### config.mk
export PLATFORM = sky130hd
export DESIGN_NAME = victim_writeback_flat
export DESIGN_NICKNAME = d
export VERILOG_FILES = /design/src/rtl/victim_writeback_if.sv /design/src/rtl/victim_writeback.sv /design/src/flat_wrapper.sv
export SDC_FILE = /design/constraint.sdc
export NUM_CORES = 1
export LEC_CHECK = 0
export ABC_AREA = 0
export CAP_MARGIN = 10
export CORE_ASPECT_RATIO = 1.4
export CORE_MARGIN = 1.5
export CORE_UTILIZATION = 46
export DETAILED_ROUTE_END_ITERATION = 8
export PLACE_DENSITY_LB_ADDON = 0.3
export SLEW_MARGIN = 20
export SYNTH_ARGS = -nofsm -noshare
export SYNTH_HDL_FRONTEND = slang
export SYNTH_SLANG_ARGS = --single-unit
### constraint.sdc
create_clock -name clk -period 3 [get_ports clk]
set_clock_uncertainty 0.05 [all_clocks]
set_input_delay 0.3 -clock clk [delete_from_list [all_inputs] [get_ports clk]]
set_output_delay 0.3 -clock clk [all_outputs]
set_load 0.01 [all_outputs]
### src/rtl/victim_writeback_if.sv
// Eviction, memory-write and snoop signals between the victim buffer controller and the
// victim writeback block.
interface victim_writeback_if #(
  parameter int unsigned ADDR_W = 14,
  parameter int unsigned DATA_W = 64
);
  logic                     evict_req;
  logic                     evict_ready;
  logic [ADDR_W+DATA_W+1:0] victimEv_data;
  logic                     roll;
  logic                     evict_done;
  logic                     mem_wr_req;
  logic [ADDR_W-1:0]        mem_addr;
  logic [DATA_W-1:0]        mem_wdata;
  logic                     mem_wr_ack;
  logic [ADDR_W-1:0]        snoop_addr;
  logic                     snoop_hit;
  logic                     q_empty;
  logic                     q_full;

  modport slave (
    input  evict_req, victimEv_data, mem_wr_ack, snoop_addr,
    output evict_ready, roll, evict_done, mem_wr_req, mem_addr, mem_wdata, snoop_hit,
           q_empty, q_full
  );

  modport master (
    output evict_req, victimEv_data, mem_wr_ack, snoop_addr,
    input  evict_ready, roll, evict_done, mem_wr_req, mem_addr, mem_wdata, snoop_hit,
           q_empty, q_full
  );
endinterface

### src/rtl/victim_writeback.sv
// Queues dirty lines evicted from the victim buffer and writes them back to memory in order;
// clean or invalid lines are dropped. Snoops queued addresses for read-after-evict hazards.
module victim_writeback #(
  parameter int unsigned DEPTH  = 2,
  parameter int unsigned ADDR_W = 14,
  parameter int unsigned DATA_W = 64
) (
  input logic               clk,
  input logic               rst,
  victim_writeback_if.slave bus
);
  localparam int unsigned PtrW = $clog2(DEPTH);
  localparam int unsigned CntW = PtrW + 1;
  localparam int unsigned VBit = ADDR_W + DATA_W + 1;
  localparam int unsigned DBit = ADDR_W + DATA_W;
  localparam logic [CntW-1:0] FullCnt = CntW'(DEPTH);

  typedef enum logic [0:0] {StIdle, StReq} state_e;

  logic [ADDR_W-1:0] addr_q [DEPTH];
  logic [DATA_W-1:0] data_q [DEPTH];

  logic [PtrW-1:0]   head_q, head_d, tail_q, tail_d;
  logic [CntW-1:0]   count_q, count_d;
  logic              roll_q, roll_d;
  state_e            state_q, state_d;
  logic              req_q, req_d;
  logic [ADDR_W-1:0] mem_addr_q, mem_addr_d;
  logic [DATA_W-1:0] mem_wdata_q, mem_wdata_d;

  logic q_full, q_empty, ready, accept, push, pop, hit;

  always_comb begin
    q_full  = (count_q == FullCnt);
    q_empty = (count_q == '0);
    // Blocking accepts during roll lets the buffer advance its pointer first.
    ready   = !q_full && !roll_q;
    accept  = bus.evict_req && ready;
    push    = accept && bus.victimEv_data[VBit] && bus.victimEv_data[DBit];
    roll_d  = accept;

    state_d     = state_q;
    req_d       = req_q;
    mem_addr_d  = mem_addr_q;
    mem_wdata_d = mem_wdata_q;
    pop         = 1'b0;
    unique case (state_q)
      StIdle: begin
        if (!q_empty) begin
          mem_addr_d  = addr_q[head_q];
          mem_wdata_d = data_q[head_q];
          req_d       = 1'b1;
          state_d     = StReq;
        end
      end
      StReq: begin
        if (bus.mem_wr_ack) begin
          pop     = 1'b1;
          req_d   = 1'b0;
          state_d = StIdle;
        end
      end
      default: state_d = StIdle;
    endcase

    head_d  = head_q + PtrW'(pop);
    tail_d  = tail_q + PtrW'(push);
    count_d = count_q + CntW'(push) - CntW'(pop);
  end

  // Entry i is occupied when its distance from the head is below the count.
  always_comb begin
    logic [PtrW-1:0] rel;
    rel = '0;
    hit = 1'b0;
    for (int unsigned i = 0; i < DEPTH; i++) begin
      rel = PtrW'(i) - head_q;
      if (({1'b0, rel} < count_q) && (addr_q[i] == bus.snoop_addr)) begin
        hit = 1'b1;
      end
    end
  end

  always_ff @(posedge clk) begin
    if (push) begin
      addr_q[tail_q] <= bus.victimEv_data[DBit-1:DATA_W];
      data_q[tail_q] <= bus.victimEv_data[DATA_W-1:0];
    end
  end

  always_ff @(posedge clk or negedge rst) begin
    if (!rst) begin
      head_q      <= '0;
      tail_q      <= '0;
      count_q     <= '0;
      roll_q      <= 1'b0;
      state_q     <= StIdle;
      req_q       <= 1'b0;
      mem_addr_q  <= '0;
      mem_wdata_q <= '0;
    end else begin
      head_q      <= head_d;
      tail_q      <= tail_d;
      count_q     <= count_d;
      roll_q      <= roll_d;
      state_q     <= state_d;
      req_q       <= req_d;
      mem_addr_q  <= mem_addr_d;
      mem_wdata_q <= mem_wdata_d;
    end
  end

  assign bus.evict_ready = ready;
  assign bus.roll        = roll_q;
  assign bus.evict_done  = roll_q;
  assign bus.mem_wr_req  = req_q;
  assign bus.mem_addr    = mem_addr_q;
  assign bus.mem_wdata   = mem_wdata_q;
  assign bus.snoop_hit   = hit;
  assign bus.q_empty     = q_empty;
  assign bus.q_full      = q_full;
endmodule
### src/flat_wrapper.sv
// flat-port wrapper written by rule: the top's interface ports become plain ports
module victim_writeback_flat 
#(
  parameter int unsigned DEPTH  = 2,
  parameter int unsigned ADDR_W = 14,
  parameter int unsigned DATA_W = 64
)
  (clk, rst, bus_evict_req, bus_victimEv_data, bus_mem_wr_ack, bus_snoop_addr, bus_evict_ready, bus_roll, bus_evict_done, bus_mem_wr_req, bus_mem_addr, bus_mem_wdata, bus_snoop_hit, bus_q_empty, bus_q_full);
  victim_writeback_if #(.ADDR_W(ADDR_W), .DATA_W(DATA_W)) bus_i ();
  input logic clk;
  input logic rst;
  input wire logic [$bits(bus_i.evict_req)-1:0] bus_evict_req;
  input wire logic [$bits(bus_i.victimEv_data)-1:0] bus_victimEv_data;
  input wire logic [$bits(bus_i.mem_wr_ack)-1:0] bus_mem_wr_ack;
  input wire logic [$bits(bus_i.snoop_addr)-1:0] bus_snoop_addr;
  output wire logic [$bits(bus_i.evict_ready)-1:0] bus_evict_ready;
  output wire logic [$bits(bus_i.roll)-1:0] bus_roll;
  output wire logic [$bits(bus_i.evict_done)-1:0] bus_evict_done;
  output wire logic [$bits(bus_i.mem_wr_req)-1:0] bus_mem_wr_req;
  output wire logic [$bits(bus_i.mem_addr)-1:0] bus_mem_addr;
  output wire logic [$bits(bus_i.mem_wdata)-1:0] bus_mem_wdata;
  output wire logic [$bits(bus_i.snoop_hit)-1:0] bus_snoop_hit;
  output wire logic [$bits(bus_i.q_empty)-1:0] bus_q_empty;
  output wire logic [$bits(bus_i.q_full)-1:0] bus_q_full;
  assign bus_i.evict_req = bus_evict_req;
  assign bus_i.victimEv_data = bus_victimEv_data;
  assign bus_i.mem_wr_ack = bus_mem_wr_ack;
  assign bus_i.snoop_addr = bus_snoop_addr;
  assign bus_evict_ready = bus_i.evict_ready;
  assign bus_roll = bus_i.roll;
  assign bus_evict_done = bus_i.evict_done;
  assign bus_mem_wr_req = bus_i.mem_wr_req;
  assign bus_mem_addr = bus_i.mem_addr;
  assign bus_mem_wdata = bus_i.mem_wdata;
  assign bus_snoop_hit = bus_i.snoop_hit;
  assign bus_q_empty = bus_i.q_empty;
  assign bus_q_full = bus_i.q_full;
  victim_writeback #(.DEPTH(DEPTH), .ADDR_W(ADDR_W), .DATA_W(DATA_W)) u_core (.clk(clk), .rst(rst), .bus(bus_i));
endmodule
## Yosys cells after proc, flatten, opt, wreduce, memory -nomap -nowiden

Memory sizes are Yosys's and may differ from the RTL's. A register that Yosys moved wholly into a read port is not among the register bits.
Cells that the tools add are included.

| operators by class | value |
|---|---|
| add/sub/neg operators | 6 |
| multipliers | 0 |
| divide/modulo/power cells | 0 |
| magnitude comparators | 2 |
| equal/unequal tests | 5 |
| shifts and indexed selects | 0 |
| muxes and demuxes | 12 |
| bitwise logic cells | 2 |
| reductions and logical operators | 13 |

Operators by type and width:

| kind | count |
|---|---|
| 14-bit equality test | 2 |
| 1-bit 2-to-1 mux | 10 |
| 1-bit logical AND | 6 |
| 1-bit zero test | 4 |
| 1-bit by 2-bit less-than comparator with 1-bit output | 2 |
| 2-bit inequality test (second input constant) | 2 |
| 1-bit case mux with 2 select lines | 2 |
| 2-bit AND reduction | 2 |
| 1-bit adder | 2 |
| 2-bit by 1-bit adder with 2-bit output | 1 |
| 2-bit equality test (second input constant) | 1 |
| 2-bit zero test | 1 |
| 1-bit inverter | 2 |
| 1-bit subtractor (first input constant) | 2 |
| 2-bit by 1-bit subtractor with 2-bit output | 1 |

| word-level totals | value |
|---|---|
| register bits after elaboration | 7 |
| latch bits | 0 |
| bits in writable memories | 156 |
| memory bits (read-only) | 0 |
| input port bits | 98 |
| output and inout bits | 85 |
| memories | 2 |

Memory list:

| name | depth | width | rd ports | clocked after Yosys merged registers in | write ports | line | source |
|---|---|---|---|---|---|---|---|
| u_core.data_q | 2 | 64 | 1 | 1 | 1 | victim_writeback.sv:21 | `logic [DATA_W-1:0] data_q [DEPTH];` |
| u_core.addr_q | 2 | 14 | 3 | 1 | 1 | victim_writeback.sv:20 | `logic [ADDR_W-1:0] addr_q [DEPTH];` |

## Depth between registers and ports, before layout

| logic depth | value |
|---|---|
| depth after elaboration | 8 |
| depth in mapped cells | 7 |
| gate-level depth less buffers | 7 |

## Worst setup path after synthesis

No wires, ideal clock.

| path | value |
|---|---|
| path kind | flip-flop to flip-flop |
| start | register u_core.count_q[1] |
| end | memory u_core.addr_q[1][0] (enable) |
| library setup time | 445 ps |
| arrival time | 3041 ps |
| data required time | 2505 ps |
| slack | -536 ps |
| stages on the path, launching flop included | 6 |
| clock period less this slack | 3536 ps |
| cells stage by stage | dfrtp_1 > nor2b_1 > nor2_1 > and2_1 > and3_1 > ha_1 |

| on the way | value |
|---|---|
| longest elaborated chain between the ends | 8 |

RTL lines:

| element | line | source |
|---|---|---|
| start, declared | victim_writeback.sv:24 | `logic [CntW-1:0] count_q, count_d;` |
| start signal, assigned | victim_writeback.sv:104 | `count_q <= count_d;` |
| 2-bit equality test | victim_writeback.sv:34 | `q_full = (count_q == FullCnt);` |
| via bus_q_full | flat_wrapper.sv:24 | `output wire logic [$bits(bus_i.q_full)-1:0] bus_q_full;` |
| 1-bit zero test | victim_writeback.sv:37 | `ready = !q_full && !roll_q;` |
| 1-bit logical AND | victim_writeback.sv:37 |  |
| via bus_evict_ready | flat_wrapper.sv:16 | `output wire logic [$bits(bus_i.evict_ready)-1:0] bus_evict_ready;` |
| 1-bit logical AND | victim_writeback.sv:38 | `accept = bus.evict_req && ready;` |
| via u_core.accept | victim_writeback.sv:31 | `logic q_full, q_empty, ready, accept, push, pop, hit;` |
| 1-bit logical AND (2 in a row) | victim_writeback.sv:39 | `push = accept && bus.victimEv_data[VBit] && bus.victimEv_data[DBit];` |
| 1-bit 2-to-1 mux | victim_writeback.sv:85 | `if (push) begin` |
| 1-bit 2-to-1 mux (not written as such) | victim_writeback.sv:86 | `addr_q[tail_q] <= bus.victimEv_data[DBit-1:DATA_W];` |
| end, declared | victim_writeback.sv:20 |  |

The timed path passes the listed nets, and every way through them passes these cells.

==> summary.md <==
| Metric | Value |
|---|---|
| Final std cells w/o fill | 1,022 |
| DIE AREA | 20,200 sq um |
| Fmax | 374 MHz |
| Synthesized area per cell | 15.8 sq um |
| Drt drc | 0 |
| Layout cells sized above 1 | 7.24% |
| Total gr overflow | 0 |
| Critical path required time | 2650 ps |
| Tmin final | 2680 ps |
| Largest net degree at the start of global routing | 69 |
| Final slew viol count | 0 |
| Mapped Cells | 566 |
| Warnings from Yosys | 0 |
| HP Class | in -> reg |
| Std-Cell Rows | 60 |
| Die height | 168 um |
| Post-CTS setup buffers | 0 |
| Vias per std cell | 5.03 |
| Main combinational cell family by area after synthesis | multiplexers |
| Final Wtd Congestion | 0.825 |
| Final hold slack | 341 ps |
| Diodes inserted | 0 |
| Via count | 5,137 |
| Final hold violations | 0 |
| Commonest cells after routing, fill and taps aside | 181 x clkdlybuf4s50_1, 156 x edfxtp_1, 84 x dfrtp_1, 79 x nand2_1, 78 x mux2i_1 |
| Clock Sinks | 241 |
| RSZ-0062 raised after global routing | false |
| Total track usage | 18.2% |
| Post-Route WL | 18,400 um |
| Compound-Gate Fraction of Synth Area | 4.69% |
| FILL cells | 1,458 |
| Inst Count DP | 980 |
| Tcrit/Tclk final | 89.2% |
| Cts bufs inserted | 23 |
| Most common cell after layout, fill and taps aside | clkdlybuf4s50_1 |
| First-pass GRT wire length | 28,800 um |
| Synthesis-stage register bit count | 241 |
| Cell area after layout | 11,800 sq um |
| Netlist cell types | 28 |
| Metal2 WL | 9690 um |
| Setup crit end kind | output pin |
| Detailed placement HPWL | 12,500 um |
| CTS Buffer Depth | 3 |
| Final nets | 860 |
| Clock transition at path regs | 60 ps |
| Top Layer Used | met4 |
| Post-Syn Nets | 668 |
| Metal-1 WL | 7320 um |
| Initial antenna violation count | 0 |
| Register area share after synthesis | 76.4% |
| Area Growth Syn to Fin | 32.5% |
| Status | finished clean |
| Buffers on Ports | 182 |
| Simple-gate share of the synthesized area | 4.49% |
| Post-CTS sizing | 0 |
| TritonRoute pass-1 iters | 4 |
| Clock latency on the worst-skew pair | 490 ps |
| # Max-Cap Violations | 0 |
| Worst slew pin tran | 801 ps |
| Slew HR | 46.6% |
| Vias in the first global route | 5,474 |
| Peak supply drop | 0.000521 V |
| I/O pin total | 183 |
| Met3 WL | 1060 um |
| Post-Synth XOR/XNOR Area | 3.05% |
| WL/cell | 18.0 um |
| CTS Root Cell | clkbuf_16 |
| Mux contribution to synthesized area | 8.76% |
| Worst path arrival time | 2330 ps |
| Initial Util | 46.6% |
| Leakage | 0.00456 uW |
| Die X | 121 um |
| Adder and majority gate portion of the synthesized area | 0.561% |
| Setup violators final | 0 |
| Type of origin of the critical path | flip-flop |
| Placed instance area | 11,100 sq um |
| Core Area | 19,100 sq um |
| Antenna Nets Post-Route | 0 |
| Critical path peak fanout | 2 |
| Crit Path Class | reg -> out |
| CTS tree | built |
| PD cells | 919 nW/um^2 |
| DR iter-0 viols | 231 |
| Post-Syn Area | 8910 sq um |
| CTS HTree Levels | 1 |
## final timing paths
| check | from | endpoint | slack, ps | cells past startpoint |
|---|---|---|---|---|
| max in group asynchronous | rst | u_core.bus.mem_wdata[19] | 1760 | 3 |
| worst max register to register | u_core.count_q[1] | u_core.data_q[0][63] | 710 | 6 |
| worst min-delay path | bus_victimEv_data[2] | u_core.data_q[1][2] | 340 | 1 |
| worst min register to register | u_core.bus.mem_wdata[34] | u_core.bus.mem_wdata[34] | 430 | 2 |
| min in group asynchronous | rst | u_core.bus.mem_wdata[41] | 400 | 2 |
| worst max-delay path | u_core.addr_q[0][12] | bus_snoop_hit | 320 | 5 |
## state kept, by name, summed over array words and instances (netlist names)
name	count
u_core.state_q	1
u_core.bus.mem_wdata	64
u_core.count_q	2
u_core.bus.mem_addr	14
u_core.bus.mem_wr_req	1
u_core.head_q	1
u_core.addr_q	28
u_core.bus.evict_done	1
u_core.tail_q	1
u_core.data_q	128
## critical path, stage by stage, from the launching register on
cell,delay [ps]
edfxtp_1,410
xor2_1,180
nor4_1,370
nand4_1,140
o22ai_1,180
clkdlybuf4s50_1,560
## per-stage QoR
stage,setup slack (ps),power (uW),setup TNS [ps],util [%]
floorplan,-536,6490,-83690,-
global placement,485,8070,0,57.8
detailed placement,483,8200,0,57.8
CTS,295,11000,0,61.7
global route,153,11400,0,61.7
finish,324,10800,0,61.7
## area by class of cell
class                           instances  area [sq um]  area share (%)
Multi-Input combinational cell        292          1950            16.5
Tap cell                              248           310            2.63
Timing Repair Buffer                  194          1970            16.7
Clock buffer                           33           693            5.87
Clock inverter                          8          48.8           0.413
Inverter                                6          22.5           0.191
Sequential cell                       241          6820            57.7
## cells in the mapped netlist
| master | n | area share (%) |
|---|---|---|
| nor2_1 | 4 | 0.17 |
| a21oi_1 | 1 | 0.056 |
| buf_6 | 5 | 0.63 |
| o21ai_0 | 49 | 2.8 |
| buf_4 | 1 | 0.084 |
| ha_1 | 4 | 0.56 |
| xor2_1 | 19 | 1.9 |
| nor3_1 | 1 | 0.056 |
| o22ai_1 | 1 | 0.070 |
| o21ai_1 | 29 | 1.6 |
| nor2_2 | 1 | 0.070 |
| inv_1 | 6 | 0.25 |
| buf_2 | 13 | 0.73 |
| nand2_1 | 79 | 3.3 |
| edfxtp_1 | 156 | 53 |
| dfrtp_1 | 85 | 24 |
| nand4_1 | 4 | 0.28 |
| and2_1 | 1 | 0.070 |
| clkbuf_2 | 1 | 0.056 |
| a21oi_2 | 1 | 0.098 |
| nor2b_1 | 1 | 0.070 |
| mux2i_1 | 78 | 8.8 |
| nor4_1 | 4 | 0.28 |
| xnor2_1 | 12 | 1.2 |
| or2_4 | 1 | 0.098 |
| o21bai_1 | 1 | 0.084 |
| clkbuf_1 | 7 | 0.29 |
| and3_1 | 1 | 0.070 |
## power by group
group / internal [uW] / switching [uW]
sequential: 4260 / 379
clock: 1610 / 1160
combinational: 1730 / 1710
total: 7600 / 3240
## timing repair
item | CTS | global route
hold buffers | 1 | 0
setup endpoints to repair | 0 | 0
hold endpoints to repair | 52 | 0
## cells by family after synthesis
| logic type | count (synthesis) |
|---|---|
| flip-flops | 241 |
| AND/OR/NAND/NOR | 97 |
| AO/OA/AOI/OAI | 82 |
| multiplexers | 78 |
| buffers and inverters | 33 |
| XOR/XNOR | 31 |
| adder cells (fa/ha/maj) | 4 |
## layer usage
layer,vias up,GRT usage [%]
met1,2514,22.6
li1,2429,-
met2,169,32.8
met5,-,0
met3,25,3.20
met4,0,4.96
(Power assumes the default switching activity.)
